File: src/rtl/spi_pkg.sv
// Shared SPI definitions used by both the master and the slave endpoints.
package spi_pkg;

  localparam int                    SPI_WIDTH      = 8;
  localparam logic [SPI_WIDTH-1:0]  SPI_DEFAULT_TX = 8'h00;

  typedef enum logic {
    SPI_IDLE   = 1'b0,
    SPI_ACTIVE = 1'b1
  } spi_state_e;

endpackage

File: src/rtl/spi_edge_sync.sv
// SPI input stage: optional 2-flop synchronisers (macro SPI_SLAVE_SYNC_EN)
// followed by a one-cycle delay register used to decode sclk/cs_n edges.
module spi_edge_sync (
  input  logic clk,
  input  logic rst,
  input  logic sclk,
  input  logic cs_n,
  input  logic mosi,
  output logic rise,
  output logic fall,
  output logic sel_start,
  output logic sel_end,
  output logic mosi_s
);

  logic sclk_s;
  logic cs_s;
  logic sclk_prev_q, sclk_prev_d;
  logic cs_prev_q, cs_prev_d;

`ifdef SPI_SLAVE_SYNC_EN
  logic [1:0] sclk_sync_q, sclk_sync_d;
  logic [1:0] cs_sync_q, cs_sync_d;
  logic [1:0] mosi_sync_q, mosi_sync_d;

  // Shift each raw input one stage further through its synchroniser chain.
  always_comb begin
    sclk_sync_d = {sclk_sync_q[0], sclk};
    cs_sync_d   = {cs_sync_q[0], cs_n};
    mosi_sync_d = {mosi_sync_q[0], mosi};
  end

  // Synchroniser flops; chip select resets to the deselected level.
  always_ff @(posedge clk) begin
    if (rst) begin
      sclk_sync_q <= 2'b00;
      cs_sync_q   <= 2'b11;
      mosi_sync_q <= 2'b00;
    end else begin
      sclk_sync_q <= sclk_sync_d;
      cs_sync_q   <= cs_sync_d;
      mosi_sync_q <= mosi_sync_d;
    end
  end

  assign sclk_s = sclk_sync_q[1];
  assign cs_s   = cs_sync_q[1];
  assign mosi_s = mosi_sync_q[1];
`else
  // Same-clock master: its outputs are already registered on clk.
  assign sclk_s = sclk;
  assign cs_s   = cs_n;
  assign mosi_s = mosi;
`endif

  // Previous-cycle copies of sclk and chip select for edge detection.
  always_comb begin
    sclk_prev_d = sclk_s;
    cs_prev_d   = cs_s;
  end

  // Delay register; cs resets high so no select edge appears out of reset.
  always_ff @(posedge clk) begin
    if (rst) begin
      sclk_prev_q <= 1'b0;
      cs_prev_q   <= 1'b1;
    end else begin
      sclk_prev_q <= sclk_prev_d;
      cs_prev_q   <= cs_prev_d;
    end
  end

  assign rise      =  sclk_s & ~sclk_prev_q & ~cs_s;
  assign fall      = ~sclk_s &  sclk_prev_q & ~cs_s;
  assign sel_start = ~cs_s   &  cs_prev_q;
  assign sel_end   =  cs_s   & ~cs_prev_q;

endmodule

File: src/rtl/spi_slave.sv
// SPI mode-0 slave: MSB-first receive into rx_data, transmit from a
// one-entry valid/ready holding register. Optional input synchronisers are
// enabled with the macro SPI_SLAVE_SYNC_EN (see spi_edge_sync).
module spi_slave
  import spi_pkg::*;
#(
  parameter int               WIDTH      = SPI_WIDTH,
  parameter logic [WIDTH-1:0] DEFAULT_TX = WIDTH'(SPI_DEFAULT_TX)
) (
  input  logic             clk,
  input  logic             rst,
  input  logic             sclk,
  input  logic             cs_n,
  input  logic             mosi,
  output logic             miso,
  input  logic [WIDTH-1:0] tx_data,
  input  logic             tx_valid,
  output logic             tx_ready,
  output logic [WIDTH-1:0] rx_data,
  output logic             rx_valid,
  output logic             busy,
  output logic             frame_err,
  output logic             underrun,
  input  logic             underrun_clr
);

  localparam int CNT_W = $clog2(WIDTH);

  logic rise, fall, sel_start, sel_end, mosi_s;

  spi_edge_sync u_edge_sync (
    .clk       (clk),
    .rst       (rst),
    .sclk      (sclk),
    .cs_n      (cs_n),
    .mosi      (mosi),
    .rise      (rise),
    .fall      (fall),
    .sel_start (sel_start),
    .sel_end   (sel_end),
    .mosi_s    (mosi_s)
  );

  spi_state_e       state_q, state_d;
  logic [CNT_W-1:0] bit_cnt_q, bit_cnt_d;
  // Only WIDTH-1 bits are kept: the final bit arrives straight from mosi_s.
  logic [WIDTH-2:0] rx_shift_q, rx_shift_d;
  logic [WIDTH-1:0] rx_data_q, rx_data_d;
  logic             rx_valid_q, rx_valid_d;
  logic [WIDTH-1:0] tx_shift_q, tx_shift_d;
  logic [WIDTH-1:0] hold_data_q, hold_data_d;
  logic             hold_full_q, hold_full_d;
  logic             miso_q, miso_d;
  logic             frame_err_q, frame_err_d;
  logic             underrun_q, underrun_d;

  logic             wr_accept;
  logic             load;
  logic [WIDTH-1:0] rx_word;

  assign wr_accept = tx_valid & ~hold_full_q;
  // New frame starts on select, or on the first fall after a completed
  // frame when chip select stays low.
  assign load      = sel_start |
                     ((state_q == SPI_ACTIVE) & fall & (bit_cnt_q == '0));
  assign rx_word   = {rx_shift_q, mosi_s};

  // Next-state, datapath and output decode.
  always_comb begin
    state_d     = state_q;
    bit_cnt_d   = bit_cnt_q;
    rx_shift_d  = rx_shift_q;
    rx_data_d   = rx_data_q;
    rx_valid_d  = 1'b0;
    tx_shift_d  = tx_shift_q;
    hold_data_d = hold_data_q;
    hold_full_d = hold_full_q;
    frame_err_d = 1'b0;
    underrun_d  = underrun_q & ~underrun_clr;

    if (wr_accept) begin
      hold_full_d = 1'b1;
      hold_data_d = tx_data;
    end

    if (load) begin
      if (hold_full_q) begin
        tx_shift_d  = hold_data_q;
        hold_full_d = 1'b0;
      end else if (wr_accept) begin
        // Write lands on the load cycle: bypass the empty holding register.
        tx_shift_d  = tx_data;
        hold_full_d = 1'b0;
      end else begin
        tx_shift_d  = DEFAULT_TX;
        underrun_d  = 1'b1;
      end
    end

    case (state_q)
      SPI_IDLE: begin
        bit_cnt_d = '0;
        if (sel_start) state_d = SPI_ACTIVE;
      end
      SPI_ACTIVE: begin
        if (sel_end) begin
          state_d    = SPI_IDLE;
          bit_cnt_d  = '0;
          rx_shift_d = '0;
          tx_shift_d = '0;
          if (bit_cnt_q != '0) frame_err_d = 1'b1;
        end else begin
          if (rise) begin
            rx_shift_d = rx_word[WIDTH-2:0];
            if (bit_cnt_q == CNT_W'(WIDTH-1)) begin
              bit_cnt_d  = '0;
              rx_data_d  = rx_word;
              rx_valid_d = 1'b1;
            end else begin
              bit_cnt_d = bit_cnt_q + CNT_W'(1);
            end
          end
          if (fall && (bit_cnt_q != '0)) begin
            tx_shift_d = {tx_shift_q[WIDTH-2:0], 1'b0};
          end
        end
      end
      default: state_d = SPI_IDLE;
    endcase

    // Registered from the next shift value so the MSB is on miso the
    // cycle after the load, before the master's first sample.
    miso_d = (state_d == SPI_ACTIVE) ? tx_shift_d[WIDTH-1] : 1'b0;
  end

  // State and datapath registers.
  always_ff @(posedge clk) begin
    if (rst) begin
      state_q     <= SPI_IDLE;
      bit_cnt_q   <= '0;
      rx_shift_q  <= '0;
      rx_data_q   <= '0;
      rx_valid_q  <= 1'b0;
      tx_shift_q  <= '0;
      hold_data_q <= '0;
      hold_full_q <= 1'b0;
      miso_q      <= 1'b0;
      frame_err_q <= 1'b0;
      underrun_q  <= 1'b0;
    end else begin
      state_q     <= state_d;
      bit_cnt_q   <= bit_cnt_d;
      rx_shift_q  <= rx_shift_d;
      rx_data_q   <= rx_data_d;
      rx_valid_q  <= rx_valid_d;
      tx_shift_q  <= tx_shift_d;
      hold_data_q <= hold_data_d;
      hold_full_q <= hold_full_d;
      miso_q      <= miso_d;
      frame_err_q <= frame_err_d;
      underrun_q  <= underrun_d;
    end
  end

  assign miso      = miso_q;
  assign tx_ready  = ~hold_full_q;
  assign rx_data   = rx_data_q;
  assign rx_valid  = rx_valid_q;
  assign busy      = (state_q == SPI_ACTIVE);
  assign frame_err = frame_err_q;
  assign underrun  = underrun_q;

endmodule

File: config.mk
export PLATFORM = sky130hd
export DESIGN_NAME = spi_slave
export DESIGN_NICKNAME = d
export VERILOG_FILES = /design/src/rtl/spi_pkg.sv /design/src/rtl/spi_edge_sync.sv /design/src/rtl/spi_slave.sv
export SDC_FILE = /design/constraint.sdc
export NUM_CORES = 1
export LEC_CHECK = 0
export CORE_MARGIN = 8
export CORE_UTILIZATION = 41
export CTS_CLUSTER_SIZE = 10
export DETAILED_ROUTE_END_ITERATION = 8
export PLACE_DENSITY = 0.76
export SETUP_SLACK_MARGIN = 0.1
export SYNTH_ARGS = -nofsm -noshare
export SYNTH_HDL_FRONTEND = slang
export SYNTH_SLANG_ARGS = --single-unit
File: constraint.sdc
create_clock -name clk -period 2.8 [get_ports clk]
set_clock_uncertainty 0.05 [all_clocks]
set_input_delay 0.56 -clock clk [delete_from_list [all_inputs] [get_ports clk]]
set_output_delay 0.56 -clock clk [all_outputs]
set_load 0.02 [all_outputs]
==> run summary <==
From left edge to right edge, the die measures 81.3 um. By area the synthesized netlist is led by sky130_fd_sc_hd__dfxtp_1, sky130_fd_sc_hd__nand2_1, sky130_fd_sc_hd__a21oi_1. In the final routed layout, each cell accounts on average for 13.4 um. After clock tree synthesis, the repair step resized 0 gates.

The async set-reset flop share out of synthesis came out at 0. Together, buffers and inverters on the worst path number 1. The achievable frequency is 459 MHz.

The number of buffers inserted to repair setup after CTS is 0. The number of cells after detailed placement is approximately 270. The worst hold path terminates at rx_data[0]$_SDFFE_PP0P_. At the worst endpoint, the required time is 2.19 ns. The signal on the critical path passes through clkdlybuf4s50_1. The combinational family with the most area after synthesis is simple AND/OR/NAND/NOR gates.

The proportion of layout cells with a drive suffix above 1 came out at 0.0848. The number of enable-type register cells in the synthesized netlist came out at 0. The length of routed wiring on met1 is 1.78 mm. After routing, the total negative slack on setup checks comes to 0 ns. The worst hold margin came out at 0.410 ns. The total global-route track usage is 0.123. The arithmetic-cell share of the synthesized area counting full adders, half adders and majority gates is 0.0215. The net count after synthesis came out at 213. The smallest clock period supported by the final layout is computed as ~2.2 ns. The starting density of the core came out at 0.430. Counting the buffers created by CTS gives 5. IR analysis of the VDD net gives a maximum drop of 274 uV. The cell with the most instances after synthesis is sky130_fd_sc_hd__dfxtp_1.

The library cell contributing the largest single delay on the critical path is sky130_fd_sc_hd__clkdlybuf4s50_1. Before antenna repair, the detailed router went through 4 iterations. The number of H-tree branching levels is 2.

The setup slack of the worst register-to-register path came out at 1.03 ns. The clock transition at the registers of the reported paths is 0.07 ns. Detailed routing placed a total of roughly 240 um of wire on met3.

The instance count of the mapped netlist is between 150 and 200. In this run the worst path has a maximum fanout of 10. The clock latency on the worst-skew pair is 0.30 ns. The startpoint identified for the worst hold timing path is rx_data[0]$_SDFFE_PP0P_.

For this design the ratio of total power to cell area is 538 nW/um^2. 29 I/O pins were placed. TritonCTS built the clock tree. At the end of routability-driven placement, the weighted congestion stood at 0.768. The category of the worst setup path launch point is a register. The arrival time reported for the critical path endpoint came out at 1.57 ns. The average cell area after synthesis came out at 8.96 um^2.

From bottom edge to top edge, the die measures 81.3 um. Of the total synthesized cell area, the portion taken by AND, OR, NAND and NOR gates is 0.243. The growth of design area from synthesis to finish is 22.9%. The number of hold buffers added after CTS was 0.

The detailed router finished its first iteration with 131 violations. The aggregate global routing overflow is 0. Along the worst hold path, the cell count comes to 2. The number of global-route vias before repair is 1348. The xor and xnor fraction of the mapped netlist area came out at 0. The number of nets with antenna violations after routing is 0. The placeable core region is just over 4000 um^2. The share of the cycle needed by the critical path after routing came out at 0.778.

After synthesis, the netlist uses 39 different library cells. The count of buffers added on input and output ports is 28. The reported leakage power is 0.765 nW.

The clock sink count came out at 42. The utilization after layout is 0.529. The area share of the leading cell type in the synthesized netlist came out at 0.481. The detail-routed via count per cell is 5.26. The post-synthesis compound-gate area fraction came out at 0.207. The via count of the routed design is 1442. The floorplan step defined a die boundary enclosing 6600 um^2. The post-synthesis sequential element count came out at 42. The multiplexer share of the synthesized area came out at 0.00573. The capture instance of the worst register-to-register path is rx_data[4]$_SDFFE_PP0P_. The worst pin sits at a relative slew slack of 0.615.

The final count of negative-setup-slack endpoints is 0. The post-layout instance area came out at 2150 um^2. The final net count came out at 241. The share of the Yosys chip area taken by registers is 0.481. The run finished with clean final reports. 0 antenna diodes ended up in the layout.

sky130_fd_sc_hd__dfxtp_1 takes more of the synthesized area than any other cell. The worst register-to-register path has a depth of 4. The total standard cell area after synthesis came out at 1750 um^2. For this run, the leading register cell type out of synthesis is sky130_fd_sc_hd__dfxtp_1. The first global-routing pass estimated 6.31 mm of wire. The class of the most critical hold timing path is reg -> reg. The number of synthesis warnings came out at 0.

The commonest cells after synthesis are sky130_fd_sc_hd__dfxtp_1, sky130_fd_sc_hd__nand2_1, sky130_fd_sc_hd__nor2_1. The root buffer cell chosen for the clock tree is sky130_fd_sc_hd__clkbuf_8. The highest metal layer carrying signal wires in the routed design is met4. The HPWL after detailed placement came out at 2.59 mm. The count of cells in the finished layout, fillers not included, comes to 274. The critical path in this run is classified as reg -> out.

The buffer levels on the longest clock path came out at 2. The number of failing hold endpoints at the final stage was 0. At the pin with the least slew margin, the transition time is 0.576 ns. The placed instances occupy a cell area of 2050 um^2.

The total number of placement rows came out at 23. The delay of the slowest cell on the worst path is 0.69 ns. After detailed routing, the number of remaining DRC violations is 0.

Setup repair after global routing left no endpoint under its margin. The worst register-to-register path begins at busy$_SDFF_PP0_. The reported max-cap violation count came out at 0.

The aggregate routed wire length came out at about 3.7 mm. The pin count of the biggest net entering global routing is 33. The number of antenna violations at the first check in global routing is 0. The routed design uses around 1.5 mm of met2 wire. Grouping stages by cell kind, the critical path spends the most delay in buffers and inverters. The final number of max-transition violations is 0. The nature of the critical path endpoint is an output port.
==> cells by family after synthesis <==
family                     after synthesis
muxes                                    1
AOI/OAI and AO/OA                       50
buffers and inverters                   14
DFF                                     42
and+or+nand+nor                         85
adders and majority gates                3
==> worst min-delay path, delay by kind of cell (launching register included) <==
kind / cells / cell delay (ns)
flops: 1 / 0.31
simple gates: 1 / 0.05
compound gates: 1 / 0.05
==> per-stage QoR <==
step	worst slack (ns)	power, W
2_1_floorplan	1.30	0.000722
3_3_place_gp	0.508	0.000766
3_5_place_dp	0.469	0.000767
4_1_cts	0.589	0.00117
5_1_grt	0.513	0.00121
6_report	0.620	0.00115
==> report_power, final <==
| group | total (W) | internal, W | leakage, nW | switching (W) |
|---|---|---|---|---|
| combinational | 0.000118 | 0.0000567 | 0.374 | 0.0000612 |
| sequential | 0.000636 | 0.000619 | 0.343 | 0.0000168 |
| clock | 0.000400 | 0.000199 | 0.0482 | 0.000201 |
| total | 0.00115 | 0.000874 | 0.765 | 0.000279 |
==> layout by cell type, fill, tap and decap left out, types with 2 or more instances in the layout <==
cell,count
sky130_fd_sc_hd__and4b_1,2
sky130_fd_sc_hd__nand3_1,9
sky130_fd_sc_hd__nand2b_1,4
sky130_fd_sc_hd__ha_1,3
sky130_fd_sc_hd__nor2_1,23
sky130_fd_sc_hd__clkdlybuf4s50_1,28
sky130_fd_sc_hd__a221oi_1,6
sky130_fd_sc_hd__nand2_1,32
sky130_fd_sc_hd__inv_1,4
sky130_fd_sc_hd__a21oi_1,21
sky130_fd_sc_hd__buf_4,3
sky130_fd_sc_hd__a22oi_1,6
sky130_fd_sc_hd__o31ai_1,6
sky130_fd_sc_hd__nor2b_1,5
sky130_fd_sc_hd__dfxtp_1,42
sky130_fd_sc_hd__o211ai_1,2
sky130_fd_sc_hd__clkbuf_8,6
==> worst max-delay path by stage <==
stage                    start                 endpoint  slack, ns  depth (start not counted)
2_1_floorplan             cs_n          miso$_SDFF_PP0_       1.30                          4
5_1_grt        busy$_SDFF_PP0_                     busy       0.51                          1
4_1_cts        busy$_SDFF_PP0_                     busy       0.59                          1
3_5_place_dp              cs_n  rx_data[4]$_SDFFE_PP0P_       0.47                          5
3_3_place_gp              cs_n  rx_data[7]$_SDFFE_PP0P_       0.51                          5
6_report       busy$_SDFF_PP0_                     busy       0.62                          1
==> final cells by class <==
class                           count  area, um^2
Clock buffer                        7        86.3
Clock inverter                      1        5.00
Fill cell                         358        1910
Inverter                            4        15.0
Multi-Input combinational cell    139         833
Sequential cell                    42         841
Tap cell                           50        62.6
Timing Repair Buffer               31         303
==> routing by layer <==
metal	track usage	up-vias
li1	-	741
met1	0.158	662
met2	0.170	31
met3	0.0453	8
met4	0.0714	0
met5	0	-
==> registers in the layout, indices dropped and copies added, names as in the netlist, 3 cells and up <==
name / count
hold_data_q: 8
rx_data: 8
tx_shift_q: 8
rx_shift_q: 7
bit_cnt_q: 3
No activity file was read; power rests on OpenSTA's default activity.
